--- config.mk ---
export PLATFORM = sky130hd
export DESIGN_NAME = fir_load_ctrl
export DESIGN_NICKNAME = d
export VERILOG_FILES = /design/src/rtl/fir_pkg.sv /design/src/rtl/fir_coef_bank.sv /design/src/rtl/fir_load_ctrl.sv
export SDC_FILE = /design/constraint.sdc
export NUM_CORES = 1
export LEC_CHECK = 0
export CAP_MARGIN = 15
export CORE_AREA = 3 3 82 162
export CTS_CLUSTER_DIAMETER = 150
export DETAILED_ROUTE_END_ITERATION = 10
export DIE_AREA = 0 0 85 165
export PLACE_DENSITY = 0.75
export RECOVER_POWER = 50
export SYNTH_ARGS = -nofsm -noshare
export SYNTH_HDL_FRONTEND = slang
export SYNTH_HIERARCHICAL = 1
export SYNTH_SLANG_ARGS = --single-unit
--- constraint.sdc ---
create_clock -name clk -period 2.9 [get_ports clk]
set_input_delay 0.725 -clock clk [delete_from_list [all_inputs] [get_ports clk]]
set_output_delay 0.725 -clock clk [all_outputs]
set_load 0.02 [all_outputs]
--- src/rtl/fir_pkg.sv ---
// Shared constants for the FIR coefficient/sample loader: default sizes,
// FSM state encoding and the underrun counter width.
package fir_pkg;
  localparam int FIR_W1 = 9;
  localparam int FIR_L  = 15;
  localparam int UND_W  = 16;

  typedef logic [1:0] state_t;
  localparam state_t COLLECT = 2'd0;
  localparam state_t BURST   = 2'd1;
  localparam state_t FLUSH   = 2'd2;
  localparam state_t RUN     = 2'd3;
endpackage

--- src/rtl/fir_coef_bank.sv ---
// L x W1 coefficient register file: one synchronous write port and one
// asynchronous read port. Contents are not reset.
module fir_coef_bank #(
  parameter int W1 = 9,
  parameter int L  = 15,
  localparam int IW = $clog2(L)
) (
  input  logic          clk,
  input  logic          we_i,
  input  logic [IW-1:0] widx_i,
  input  logic [W1-1:0] wdata_i,
  input  logic [IW-1:0] ridx_i,
  output logic [W1-1:0] rdata_o
);
  logic [L-1:0][W1-1:0] mem_q;

  always_ff @(posedge clk) begin
    if (we_i) mem_q[widx_i] <= wdata_i;
  end

  assign rdata_o = mem_q[ridx_i];
endmodule

--- src/rtl/fir_load_ctrl.sv ---
// Collects L coefficients, bursts them into the FIR, flushes the sample line,
// then streams samples. Optional underrun counter: FIR_LOAD_UNDERRUN_CNT_EN.
module fir_load_ctrl import fir_pkg::*; #(
  parameter int W1 = FIR_W1,
  parameter int L  = FIR_L
) (
  input  logic          clk,
  input  logic          reset,
  input  logic          coef_valid,
  input  logic [W1-1:0] coef_data,
  output logic          coef_ready,
  input  logic          samp_valid,
  input  logic [W1-1:0] samp_data,
  output logic          samp_ready,
  input  logic          reload,
  output logic          Load_x,
  output logic [W1-1:0] x_in,
  output logic [W1-1:0] c_in,
  output logic          running
`ifdef FIR_LOAD_UNDERRUN_CNT_EN
  ,
  output logic [UND_W-1:0] underrun_cnt
`endif
);
  localparam int IW = $clog2(L);
  localparam logic [IW-1:0] LAST  = IW'(L-1);
  localparam logic [IW-1:0] FLAST = IW'(L-2);

  state_t        state_q, state_d;
  logic [IW-1:0] idx_q, idx_d;
  logic          load_q, load_d, run_q, run_d;
  logic [W1-1:0] x_q, x_d, c_q, c_d, bank_rd;
  logic          coef_hs, samp_hs;

  assign coef_hs = coef_valid && coef_ready;
  assign samp_hs = samp_valid && samp_ready;

  // Read at idx_d so c_in lands in the same cycle the FSM shows BURST.
  fir_coef_bank #(.W1(W1), .L(L)) u_bank (
    .clk     (clk),
    .we_i    (coef_hs),
    .widx_i  (idx_q),
    .wdata_i (coef_data),
    .ridx_i  (idx_d),
    .rdata_o (bank_rd)
  );

  always_ff @(posedge clk) begin
    if (!reset) begin
      state_q <= COLLECT;
      idx_q   <= '0;
      load_q  <= 1'b1;
      x_q     <= '0;
      c_q     <= '0;
      run_q   <= 1'b0;
    end else begin
      state_q <= state_d;
      idx_q   <= idx_d;
      load_q  <= load_d;
      x_q     <= x_d;
      c_q     <= c_d;
      run_q   <= run_d;
    end
  end

  always_comb begin
    state_d = state_q;
    idx_d   = idx_q;
    unique case (state_q)
      COLLECT: begin
        if (reload) idx_d = '0;
        else if (coef_hs) begin
          if (idx_q == LAST) begin
            idx_d   = '0;
            state_d = BURST;
          end else idx_d = idx_q + 1'b1;
        end
      end
      BURST: begin
        if (idx_q == LAST) begin
          idx_d   = '0;
          state_d = FLUSH;
        end else idx_d = idx_q + 1'b1;
      end
      FLUSH: begin
        if (idx_q == FLAST) begin
          idx_d   = '0;
          state_d = RUN;
        end else idx_d = idx_q + 1'b1;
      end
      RUN: begin
        if (reload) begin
          idx_d   = '0;
          state_d = COLLECT;
        end
      end
      default: begin
        idx_d   = '0;
        state_d = COLLECT;
      end
    endcase
  end

  // Outputs are registered from the next state so they align with state_q.
  always_comb begin
    coef_ready = (state_q == COLLECT) && reset && !reload;
    samp_ready = (state_q == RUN) && reset && !reload;
    load_d     = (state_d != BURST);
    run_d      = (state_d == RUN);
    c_d        = (state_d == BURST) ? bank_rd : c_q;
    x_d        = samp_hs ? samp_data : '0;
  end

  assign Load_x  = load_q;
  assign x_in    = x_q;
  assign c_in    = c_q;
  assign running = run_q;

`ifdef FIR_LOAD_UNDERRUN_CNT_EN
  logic [UND_W-1:0] und_q;

  always_ff @(posedge clk) begin
    if (!reset)                                         und_q <= '0;
    else if (state_d == COLLECT)                        und_q <= '0;
    else if (state_q == RUN && !samp_valid && und_q != '1) und_q <= und_q + 1'b1;
  end

  assign underrun_cnt = und_q;
`endif
endmodule
==> results_dict.tcl <==
set metrics [dict create \
    holdPathEnd "c_in[2]" \
    required_ps 3170 \
    nNetsFinal 484 \
    hold_viol_final 0 \
    clock-sinks 161 \
    cts_root_buffer "clkbuf_16" \
    fillers 815 \
    ys_seq_area_frac 0.712 \
    gp_congestion 0.814 \
    grt_pass1_vias 3922 \
    cpMaxStageDelayCell "mux4_2" \
    drtIter0Drc 261 \
    status "finished clean" \
    via_count 3689 \
    track_usage 0.218 \
    rr_startpoint "state_q[0]" \
    ys_types 42 \
    drv_cap 0 \
    ir_worst_vdd_uv 553 \
    hold_path_class "reg -> reg" \
    critPathTopFamily "compound AO/OA/AOI/OAI gates" \
    worst_pin_slew_ps 568 \
    r2r-end "c_in[1]" \
    maxSlewViolCount 0 \
    clk_latency_ps 410 \
    power.density_nw_per_um2 605 \
    dpl-instance-area_um2 7300 \
    rsz0062_at_grt "false" \
    synthesis.instances 370 \
    layout-drive-gt1-share 0.230 \
    syn_area_per_cell_um2 17.4 \
    path_clk_slew_ps 70 \
    numCtsBuffers 17 \
    instances_no_fill 621 \
    wl_mm 14.2 \
    wl_per_cell_um 22.9 \
    clock_skew_ps 8.73 \
    period_share 0.979 \
    rrSetupSlack_ps 140 \
    synth_top_area_share 0.631 \
    antennaDiodeCount 0 \
    period_minus_slack_ps 2840 \
    yosysTopAreaCell "edfxtp_1" \
    htreeDepth 4 \
    stdcell_area_um2 7910 \
    ys_warn_count 6 \
    dp_hpwl_mm 9.62 \
    die_h_um 165 \
    via_per_inst 5.94 \
    utilization 0.649 \
    pin_count 45 \
    p_leak_nw 2.74 \
    async_flop_share 0 \
    setup_viol 0 \
    core_area_um2 12200 \
    cp_cell_sequence "dlygate4sd2_1, a211o_1, a21oi_2, nand2_2, nand2_4, buf_12, buf_6, mux4_2, a22o_1, a31o_1, nand2_1, mux2i_1" \
    slowest_delay_ps 530 \
    worst-path-buf-inv 3 \
    synth_edf_count 135 \
    syn-num-nets 393 \
    end_kind "flop" \
    dieArea_um2 14000 \
    synthTopCellsByArea "edfxtp_1, dfxtp_1, mux4_2, mux4_1, mux2i_1" \
    grt_remaining_overflow 0 \
    dp.cells 588 \
    cts_tree "built" \
    antenna_found_initial 0 \
    max_slew_margin 0.620 \
    fmax_mhz 352 \
    dr.pass1.iters 4 \
    syn_area_um2 6420 \
    ys.flop_type "edfxtp_1" \
    holdCritStartpoint "c_in[2]" \
    drc 0 \
    synthTopCellsByCount "edfxtp_1, nand2_1, dfxtp_1" \
    layout_setup_ws_ps 62.1 \
    grt_pass1_wl_mm 22.2 \
    synth-seq-cells 161 \
    numPortBuffers 44 \
    cp_max_fo 8 \
    start_util 0.527 \
    hold_depth 2 \
    yosysMostFrequentCell "edfxtp_1" \
    die_w_um 85 \
    cts_buffer_depth 2 \
    area_delta_synth_final_pct 23.2 \
    path_depth 12 \
    hold_ws_ps 463 \
    cts-hold-fix-buffers 0 \
    path_class "in -> reg" \
    rows 57 \
    ant_nets 0 \
    worst_setup_path_start_kind "primary input" \
    rr_worst_depth 11 \
    pre_cts_ws_ps -600 \
    worstPathArrival_ps 3110 \
    grt_max_degree 22 \
]
metrics by stage:
| stage | total power [mW] | TNS (ps) |
|---|---|---|
| floorplan | 2.63 | 0 |
| global placement | 2.72 | -15330 |
| detailed placement | 2.73 | -16510 |
| CTS | 4.82 | 0 |
| global route | 4.92 | 0 |
| finish | 4.79 | 0 |
worst max path at each step:
stage,from,end,slack [ps]
2_1_floorplan,reset,c_in[6],30
3_3_place_gp,reset,c_in[2],-570
3_5_place_dp,reset,c_in[4],-600
4_1_cts,reload,c_in[2],2
5_1_grt,reset,c_in[2],3
6_report,reset,c_in[1],60
routing by layer:
metal  up-vias  wire length (µm)  part of all wire  track usage
met2       123              8220              0.58        0.405
li1       1645                 -                 -            -
met5         -                 0                 0            0
met1      1888              4860              0.34        0.228
met4         0               586             0.041        0.110
met3        33               542             0.038       0.0439
placed cells by master (no fill, tap or decap), types with 6 or more instances in the layout:
| master | count |
|---|---|
| mux2i_1 | 19 |
| clkdlybuf4s50_1 | 25 |
| edfxtp_1 | 135 |
| dfxtp_1 | 25 |
| a31o_1 | 9 |
| inv_1 | 10 |
| buf_4 | 34 |
| or2_1 | 6 |
| a22o_1 | 9 |
| o221ai_1 | 9 |
| mux4_1 | 8 |
| clkbuf_16 | 18 |
| nor3_1 | 6 |
| nor2_1 | 14 |
| mux4_2 | 19 |
| dlygate4sd3_1 | 15 |
| and3_1 | 11 |
| nand2_1 | 28 |
worst register-to-register path: cells and delay by family (launching register included):
family / cells / cell delay (ps)
muxes: 2 / 610
AOI/OAI and AO/OA: 4 / 830
DFF: 1 / 530
buffers and inverters: 3 / 420
and+or+nand+nor: 2 / 230
state kept, by name (all words and copies together), names as in the netlist:
signal	cells
x_in	9
u_bank/mem_q	135
c_in	9
state_q	2
idx_q	4
running	1
Load_x	1
where the power goes:
part	total, mW	switching, mW	internal [mW]
Clock	2.11	0.896	1.22
Sequential	2.51	0.00205	2.51
Combinational	0.166	0.0876	0.0779
layout make-up:
| class | count | area, µm² | area share |
|---|---|---|---|
| timing repair buffer | 91 | 851 | 0.108 |
| sequential | 161 | 4580 | 0.578 |
| clock buffer | 21 | 482 | 0.0609 |
| clock inverter | 11 | 88.8 | 0.0112 |
| tap | 147 | 184 | 0.0232 |
| multi-input combinational | 179 | 1690 | 0.214 |
| inverter | 11 | 41.3 | 0.00522 |
cells by family after synthesis:
| kind of cell | count (synthesis) | share of synthesized area |
|---|---|---|
| flops | 161 | 0.712 |
| compound gates | 42 | 0.0551 |
| buf+inv | 30 | 0.0277 |
| mux | 46 | 0.130 |
| simple gates | 91 | 0.0756 |
repair_timing:
action,CTS,global route
cloned,1,0
setup endpoints to repair,11,9
setup buffers,1,0
hold endpoints to repair,0,0
gates resized for setup,10,7
pin swaps,6,4
No activity file was read; power rests on OpenSTA's default activity.
